**config.mk**
```make
export PLATFORM = sky130hd
export DESIGN_NAME = fetch_stage
export DESIGN_NICKNAME = d
export VERILOG_FILES = /design/src/rtl/fetch_stage.sv
export SDC_FILE = /design/constraint.sdc
export NUM_CORES = 1
export LEC_CHECK = 0
export BUFFER_PORTS_ARGS = -buffer_cell sky130_fd_sc_hd__buf_2
export CORE_MARGIN = 1
export CORE_UTILIZATION = 54
export CTS_CLUSTER_SIZE = 25
export DETAILED_ROUTE_END_ITERATION = 10
export PLACE_DENSITY_LB_ADDON = 0.12
export SYNTH_ARGS = -nofsm -noshare
export SYNTH_HDL_FRONTEND = slang
export SYNTH_HIERARCHICAL = 1
export SYNTH_SLANG_ARGS = --single-unit
```
**constraint.sdc**
```tcl
create_clock -name clk -period 5.1 [get_ports clk]
set_input_delay 0.255 -clock clk [delete_from_list [all_inputs] [get_ports clk]]
set_output_delay 0.255 -clock clk [all_outputs]
set_load 0.01 [all_outputs]
```
**src/rtl/fetch_stage.sv**
```systemverilog
// Instruction-fetch stage for the MIPS32 datapath, plus the shared adder that
// produces the sequential PC+4. The fetch stage keeps one memory request in
// flight, registers the returned instruction with its PC and PC+4, and
// accepts branch/jump redirects in every state.

module adder #(
  parameter int WITHD = 32
) (
  input  logic [WITHD-1:0] a,
  input  logic [WITHD-1:0] b,
  output logic [WITHD-1:0] sum
);

  // Modulo-2^WITHD sum; the carry-out is intentionally dropped.
  assign sum = a + b;

endmodule

module fetch_stage #(
  parameter int               WIDTH    = 32,
  parameter logic [WIDTH-1:0] RESET_PC = 32'h0000_0000
) (
  input  logic             clk,
  input  logic             rst,
  input  logic             redirect_valid,
  input  logic [WIDTH-1:0] redirect_pc,
  output logic             imem_req,
  output logic [WIDTH-1:0] imem_addr,
  input  logic             imem_gnt,
  input  logic             imem_rvalid,
  input  logic [WIDTH-1:0] imem_rdata,
  output logic             out_valid,
  input  logic             out_ready,
  output logic [WIDTH-1:0] out_pc,
  output logic [WIDTH-1:0] out_pc4,
  output logic [WIDTH-1:0] out_instr
);

  typedef enum logic [1:0] {
    S_IDLE,
    S_REQ,
    S_WAIT,
    S_OUT
  } state_t;

  state_t           state;
  logic [WIDTH-1:0] pc;
  logic [WIDTH-1:0] pc_plus4;
  logic [WIDTH-1:0] redirect_target;
  // Set when the in-flight response belongs to an abandoned fetch address.
  logic             drop;

  adder #(
    .WITHD (WIDTH)
  ) u_pc_adder (
    .a   (pc),
    .b   (WIDTH'(4)),
    .sum (pc_plus4)
  );

  // Targets are forced to word alignment by clearing the two low bits.
  assign redirect_target = redirect_pc & ~WIDTH'(3);

  // Memory interface is decoded from state and pc only, never from inputs.
  assign imem_req  = (state == S_REQ);
  assign imem_addr = pc;

  // Fetch control: state, pc, drop flag and the registered decode bundle.
  always_ff @(posedge clk or posedge rst) begin
    if (rst) begin
      state     <= S_IDLE;
      pc        <= RESET_PC;
      drop      <= 1'b0;
      out_valid <= 1'b0;
      out_pc    <= '0;
      out_pc4   <= '0;
      out_instr <= '0;
    end else begin
      unique case (state)
        S_IDLE: begin
          if (redirect_valid) begin
            pc <= redirect_target;
          end
          state <= S_REQ;
        end

        S_REQ: begin
          if (imem_gnt) begin
            state <= S_WAIT;
            // Request to the old pc is already accepted; its reply is stale.
            if (redirect_valid) begin
              pc   <= redirect_target;
              drop <= 1'b1;
            end
          end else if (redirect_valid) begin
            pc <= redirect_target;
          end
        end

        S_WAIT: begin
          if (redirect_valid) begin
            pc <= redirect_target;
            if (imem_rvalid) begin
              // Reply arriving with the redirect is consumed and discarded.
              drop  <= 1'b0;
              state <= S_REQ;
            end else begin
              drop <= 1'b1;
            end
          end else if (imem_rvalid) begin
            if (drop) begin
              drop  <= 1'b0;
              state <= S_REQ;
            end else begin
              out_instr <= imem_rdata;
              out_pc    <= pc;
              out_pc4   <= pc_plus4;
              out_valid <= 1'b1;
              state     <= S_OUT;
            end
          end
        end

        S_OUT: begin
          // Redirect takes priority over a normal handshake.
          if (redirect_valid) begin
            pc        <= redirect_target;
            out_valid <= 1'b0;
            state     <= S_REQ;
          end else if (out_ready) begin
            pc        <= pc_plus4;
            out_valid <= 1'b0;
            state     <= S_REQ;
          end
        end

        default: begin
          state <= S_IDLE;
        end
      endcase
    end
  end

endmodule

```
==> results of run 1 <==
cells by family (layout without fill, tap and decap cells):
kind of cell	after synthesis	after routing	synth area share
and+or+nand+nor	78	78	0.0529
other	2	33	0.00100
xor gates and xnor gates	28	28	0.0328
DFF	132	132	0.442
AOI/OAI and AO/OA	107	107	0.102
muxes	163	163	0.273
buffers and inverters	39	244	0.0326
adders and majority gates	38	38	0.0646
per-stage QoR:
step | power, uW | utilization
floorplan | 3160 | -
global placement | 3730 | 0.645
detailed placement | 3810 | 0.645
CTS | 5120 | 0.693
global route | 5450 | 0.693
finish | 5130 | 0.693
timing repair:
action                                 in CTS  in global routing
hold buffers                                1                  0
endpoints found under the hold margin      59                  0
buffers inserted                            0                  0
cell type report:
class	count	area [um2]	area share
clock buffers	21	480	0.0518
inverters	11	46.3	0.00499
clock inverters	10	145	0.0156
flip-flops and latches	132	3300	0.356
well taps	176	220	0.0237
multi-input cells	447	4060	0.437
repair buffers	202	1030	0.111
final timing paths:
check	endpoint	slack, ns
min	out_instr[29]	0.05
min in group asynchronous	out_instr[29]	0.48
max	imem_addr[31]	2.07
max reg2reg	imem_addr[31]	2.07
max in group asynchronous	out_instr[21]	3.30
min reg2reg	out_pc4[2]	0.48
power by group through the flow:
| stage | Clock, uW | Combinational (uW) | Sequential [uW] |
|---|---|---|---|
| 4_1_cts | 1310 | 2180 | 1630 |
| 3_3_place_gp | 0 | 2120 | 1610 |
| 3_5_place_dp | 0 | 2170 | 1640 |
| 2_1_floorplan | 0 | 1400 | 1760 |
| 6_report | 1280 | 2230 | 1620 |
| 5_1_grt | 1350 | 2430 | 1670 |
registers in the layout (all words and copies together) (netlist names):
register	count
drop	1
imem_addr	32
out_instr	32
out_pc	32
out_pc4	32
out_valid	1
state	2
synth_stat cells, drive strengths merged (4+ instances only):
master	count	area [um2]
nor2	12	45.0
nand2	22	82.6
a21o	20	150
nand4	8	50.1
clkbuf	8	30.0
buf	20	173
o21ai	15	78.8
mux2i	4	40.0
nor3	5	30.0
o21bai	8	71.3
nand2b	7	43.8
nand3	10	50.1
xnor2	13	114
mux2	159	2000
inv	11	41.3
a21oi	32	160
ha	37	463
dfrtp	132	3300
xor2	15	131
per-layer routing:
layer | GRT usage | vias up | wire, um
met1 | 0.314 | 2629 | 7500
met4 | 0.102 | 0 | 299
met5 | 0 | - | 0
met3 | 0.0471 | 28 | 876
met2 | 0.392 | 206 | 7960
li1 | - | 2579 | -
==> run summary, run 1 <==
Max Slew Vio Count: 0
Setup WS pre-CTS: 2.07 ns
Remaining antenna violation count: 0
CTS-repair resized insts: 0
Min-delay worst type: primary input to flop
Slew HR: 0.242
Number of I/O pins: 200
Status: finished, final reports clean
IO Port Bufs: 197
Final period demand of the worst path: 3.03 ns
Sequential Power Share: 0.317
Post-DP HPWL: 12000 um
DP Area: 8650 um2
Final nets: 919
First-pass GRT wire length: 27000 um
Clock Sinks: 132
Crit-path slowest cell: dfrtp_1
Gate count after technology mapping: 587
Root Buffer: clkbuf_16
Commonest cells after routing, fill and taps aside: 197 x buf_2, 132 x dfrtp_1, 61 x mux2_2
Ys async rst share: 1.00
WP data required: 5.40 ns
Worst path cell trace: ha_1, o211ai_1, o21ai_2, o21bai_4, a22oi_4, a311oi_4, o311a_1, or3_1, mux2_4, mux2_4
Sw Share: 0.364
Layout cell share with drive strength beyond 1: 0.443
Buf/Inv on CP: 0
Longest Clk Path Bufs: 2
Final Skew: 0.00953 ns
Crit-path max FO: 4
Max incr delay on CP: 0.41 ns
P&R area growth vs syn: 24.1%
Top FF cell, synth: dfrtp_1
Startpoint Class: flop
Clock transition at path regs: 0.06 ns
Drt pass-1 iters: 4
Largest net degree at the start of global routing: 74
Iter 0 DRT Violations: 216
Final setup vio count: 0
Post-synth EDFFs: 0
LEAKAGE: 0.00511 uW
Beginning of the critical path: imem_addr[2]
Worst path depth: 10
Top delay family on crit path: compound AO/OA/AOI/OAI gates
Fill cells: 1010
Clk pwr share: 0.249
Logic pwr share: 0.434
Non-filler instance count after layout: 999
Hold Startpoint: imem_rdata[29]
VDD IR max: 0.000254 V
Min Hold Slack: 0.0515 ns
Drt wl/cell: 16.7 um
FF+latch count, synth: 132
H-tree levels: 4
Depth of the worst register-to-register path: 10
Synthesized area: 7480 um2
Overflow after GRT: 0
Post-placement cell count: 967
Initial Utilization: 0.558
Vias per std cell: 5.45
Setup tns final: 0 ns
Hold depth: 2
Worst Tran Pin Value: 1.14 ns
Worst setup margin: 2.07 ns
Initial antenna violation count: 0
Routability Congestion: 0.863
Die Span Y: 120 um
CTS tree: done
Critical path arrival: 3.33 ns
Int Power: 3260 uW
Die area: 14300 um2
Post-Syn Area per Cell: 12.7 um2
Synth cell types: 62
Syn. warnings: 6
Drt drc: 0
ANT cells: 0
Post-synthesis sequential area ratio: 0.442
Vias in the first global route: 5514
Worst r2r src: imem_addr[2]
Most frequent CP cell: mux2_4
Core Rows: 42
Most common cell after layout, fill and taps aside: buf_2
Crit Path Class: flop to flop
Unrepaired setup endpoints after global routing: false
Switching power: 1870 uW
Core area: 13400 um2
Max Cap Viol: 0
DR vias: 5442
CP Capture Type: flop
P per Cell Area: 552 nW/um2
Number of buffers created by CTS: 17
Maximum operating frequency: 0.330 GHz
Clock Latency Late Sink: 0.42 ns
Hold Vio Cnt, Final: 0
Tcrit/Tclk final: 0.595
Design Area, Final: 9280 um2
Final WL: 16600 um
Chip width: 120 um
GRT Util Overall: 0.241
Power figures use the tool's default switching activity.
==> inputs of run 2 (changes only) <==
--- a/config.mk
+++ b/config.mk
@@ -7,7 +7,7 @@
 export LEC_CHECK = 0
 export BUFFER_PORTS_ARGS = -buffer_cell sky130_fd_sc_hd__buf_2
 export CORE_MARGIN = 1
-export CORE_UTILIZATION = 54
+export CORE_UTILIZATION = 48
 export CTS_CLUSTER_SIZE = 25
 export DETAILED_ROUTE_END_ITERATION = 10
 export PLACE_DENSITY_LB_ADDON = 0.12
==> constraint.sdc (replaced) <==
create_clock -name clk -period 2.6 [get_ports clk]
set_input_delay 0.13 -clock clk [delete_from_list [all_inputs] [get_ports clk]]
set_output_delay 0.13 -clock clk [all_outputs]
set_load 0.01 [all_outputs]
==> run 2 against run 1 <==
The flow now finishes with violations (setup timing). Register-to-register slack got worse by 2.2 ns. Clock skew decreased by 0.0022 ns. Via count increased by 5.3%. Global-route usage decreased by 0.92 points. Worst setup slack got worse by 2.2 ns.
==> run summary, run 2 (synthesis results as in run 1) <==
DR vias: 5730
Clock transition at path regs: 0.06 ns
Status: finished, violations left
Max incr delay on CP: 0.42 ns
Maximum operating frequency: 0.362 GHz
Drt drc: 0
Vias in the first global route: 5997
Crit Path Class: flop to flop
Most common cell after layout, fill and taps aside: buf_2
Die area: 16100 um2
Vias per std cell: 5.24
Max Cap Viol: 0
Drt wl/cell: 16.2 um
Max Slew Vio Count: 0
Initial Utilization: 0.492
Final Skew: 0.00735 ns
Post-placement cell count: 1026
ANT cells: 0
Longest Clk Path Bufs: 2
Initial antenna violation count: 0
LEAKAGE: 0.00550 uW
Non-filler instance count after layout: 1094
Die Span Y: 127 um
Overflow after GRT: 0
CP Capture Type: flop
Tcrit/Tclk final: 1.06
Setup WS pre-CTS: -0.219 ns
Chip width: 127 um
P&R area growth vs syn: 36.6%
Final setup vio count: 2
Worst path cell trace: ha_4, o211ai_1, o21ai_2, o21bai_4, a22oi_4, a311oi_4, o311a_1, or3_4, mux2_4, mux2_4
Largest net degree at the start of global routing: 73
Commonest cells after routing, fill and taps aside: 197 x buf_2, 124 x dfrtp_1, 61 x mux2_2
Routability Congestion: 0.852
Min-delay worst type: primary input to flop
Final nets: 1001
First-pass GRT wire length: 29300 um
Core area: 15200 um2
Failing checks: setup timing
Layout cell share with drive strength beyond 1: 0.494
Unrepaired setup endpoints after global routing: true
Post-DP HPWL: 12700 um
VDD IR max: 0.000561 V
Startpoint Class: flop
Design Area, Final: 10200 um2
Number of buffers created by CTS: 17
Root Buffer: clkbuf_16
IO Port Bufs: 197
Buf/Inv on CP: 0
Clock Latency Late Sink: 0.42 ns
Slew HR: 0.666
Worst setup margin: -0.160 ns
Clock Sinks: 132
Fill cells: 1128
Pwr Total: 10800 uW
WP data required: 2.90 ns
Crit-path slowest cell: dfrtp_2
Worst Tran Pin Value: 0.488 ns
Core Rows: 45
Setup tns final: -0.177 ns
Final period demand of the worst path: 2.76 ns
CTS tree: done
Critical path arrival: 3.06 ns
P per Cell Area: 1050 nW/um2
Top delay family on crit path: compound AO/OA/AOI/OAI gates
Iter 0 DRT Violations: 178
H-tree levels: 4
Final WL: 17700 um
GRT Util Overall: 0.232
Number of I/O pins: 200
DP Area: 9160 um2
Most frequent CP cell: mux2_4
Reg2Reg Setup Slack: -0.16 ns
Remaining antenna violation count: 0
Hold Vio Cnt, Final: 0
Crit-path max FO: 3
Drt pass-1 iters: 4
run 2: report_power, final:
| group | total (uW) | internal (uW) | switching [uW] |
|---|---|---|---|
| sequential | 3180 | 2720 | 461 |
| combinational | 5070 | 2570 | 2510 |
| clock | 2500 | 1540 | 960 |
| total | 10800 | 6830 | 3930 |
run 2: worst reg2reg max path: cells and delay by family, from the launching register on:
kind	cells	cell delay [ns]
AO/OA/AOI/OAI	6	1.07
multiplexers	2	0.52
adder cells (fa/ha/maj)	1	0.27
AND/OR/NAND/NOR	1	0.37
flip-flops	1	0.42
run 2: cell type report:
class / count / area, um2 / share of cell area
tap: 188 / 235 / 0.0230
multi-input combinational: 447 / 4250 / 0.416
timing repair buffer: 284 / 1760 / 0.172
clock buffer: 18 / 439 / 0.0430
clock inverter: 14 / 175 / 0.0171
sequential: 132 / 3310 / 0.324
inverter: 11 / 45.0 / 0.00441
run 2: through the flow:
stage          utilization  hold slack, ns
5_1_grt              0.672          0.0560
3_5_place_dp         0.603          0.0476
2_1_floorplan            -           0.265
3_3_place_gp         0.603          0.0462
4_1_cts              0.666          0.0232
6_report             0.672          0.0468
run 2: layer usage:
| layer | vias up | wire length (um) | track usage |
|---|---|---|---|
| li1 | 2739 | - | - |
| met1 | 2804 | 7980 | 0.291 |
| met2 | 157 | 8580 | 0.389 |
| met3 | 30 | 768 | 0.0472 |
| met4 | 0 | 384 | 0.0994 |
| met5 | - | 0 | 0 |
run 2: what timing repair did:
action | CTS | global route
gates cloned | 0 | 0
buffers inserted | 1 | 2
gates resized for setup | 2 | 16
hold buffers | 33 | 0
hold endpoints to repair | 164 | 0
pin swaps | 3 | 5
endpoints found under the setup margin | 6 | 15
run 2: worst paths after layout:
| path | startpoint | endpoint | cells after the start |
|---|---|---|---|
| min in group asynchronous | rst | out_instr[30] | 3 |
| min reg2reg | out_instr[29] | out_instr[29] | 1 |
| max | imem_addr[2] | imem_addr[31] | 10 |
| max reg2reg | imem_addr[2] | imem_addr[31] | 10 |
| min | imem_gnt | drop | 3 |
| max in group asynchronous | rst | out_pc4[23] | 4 |
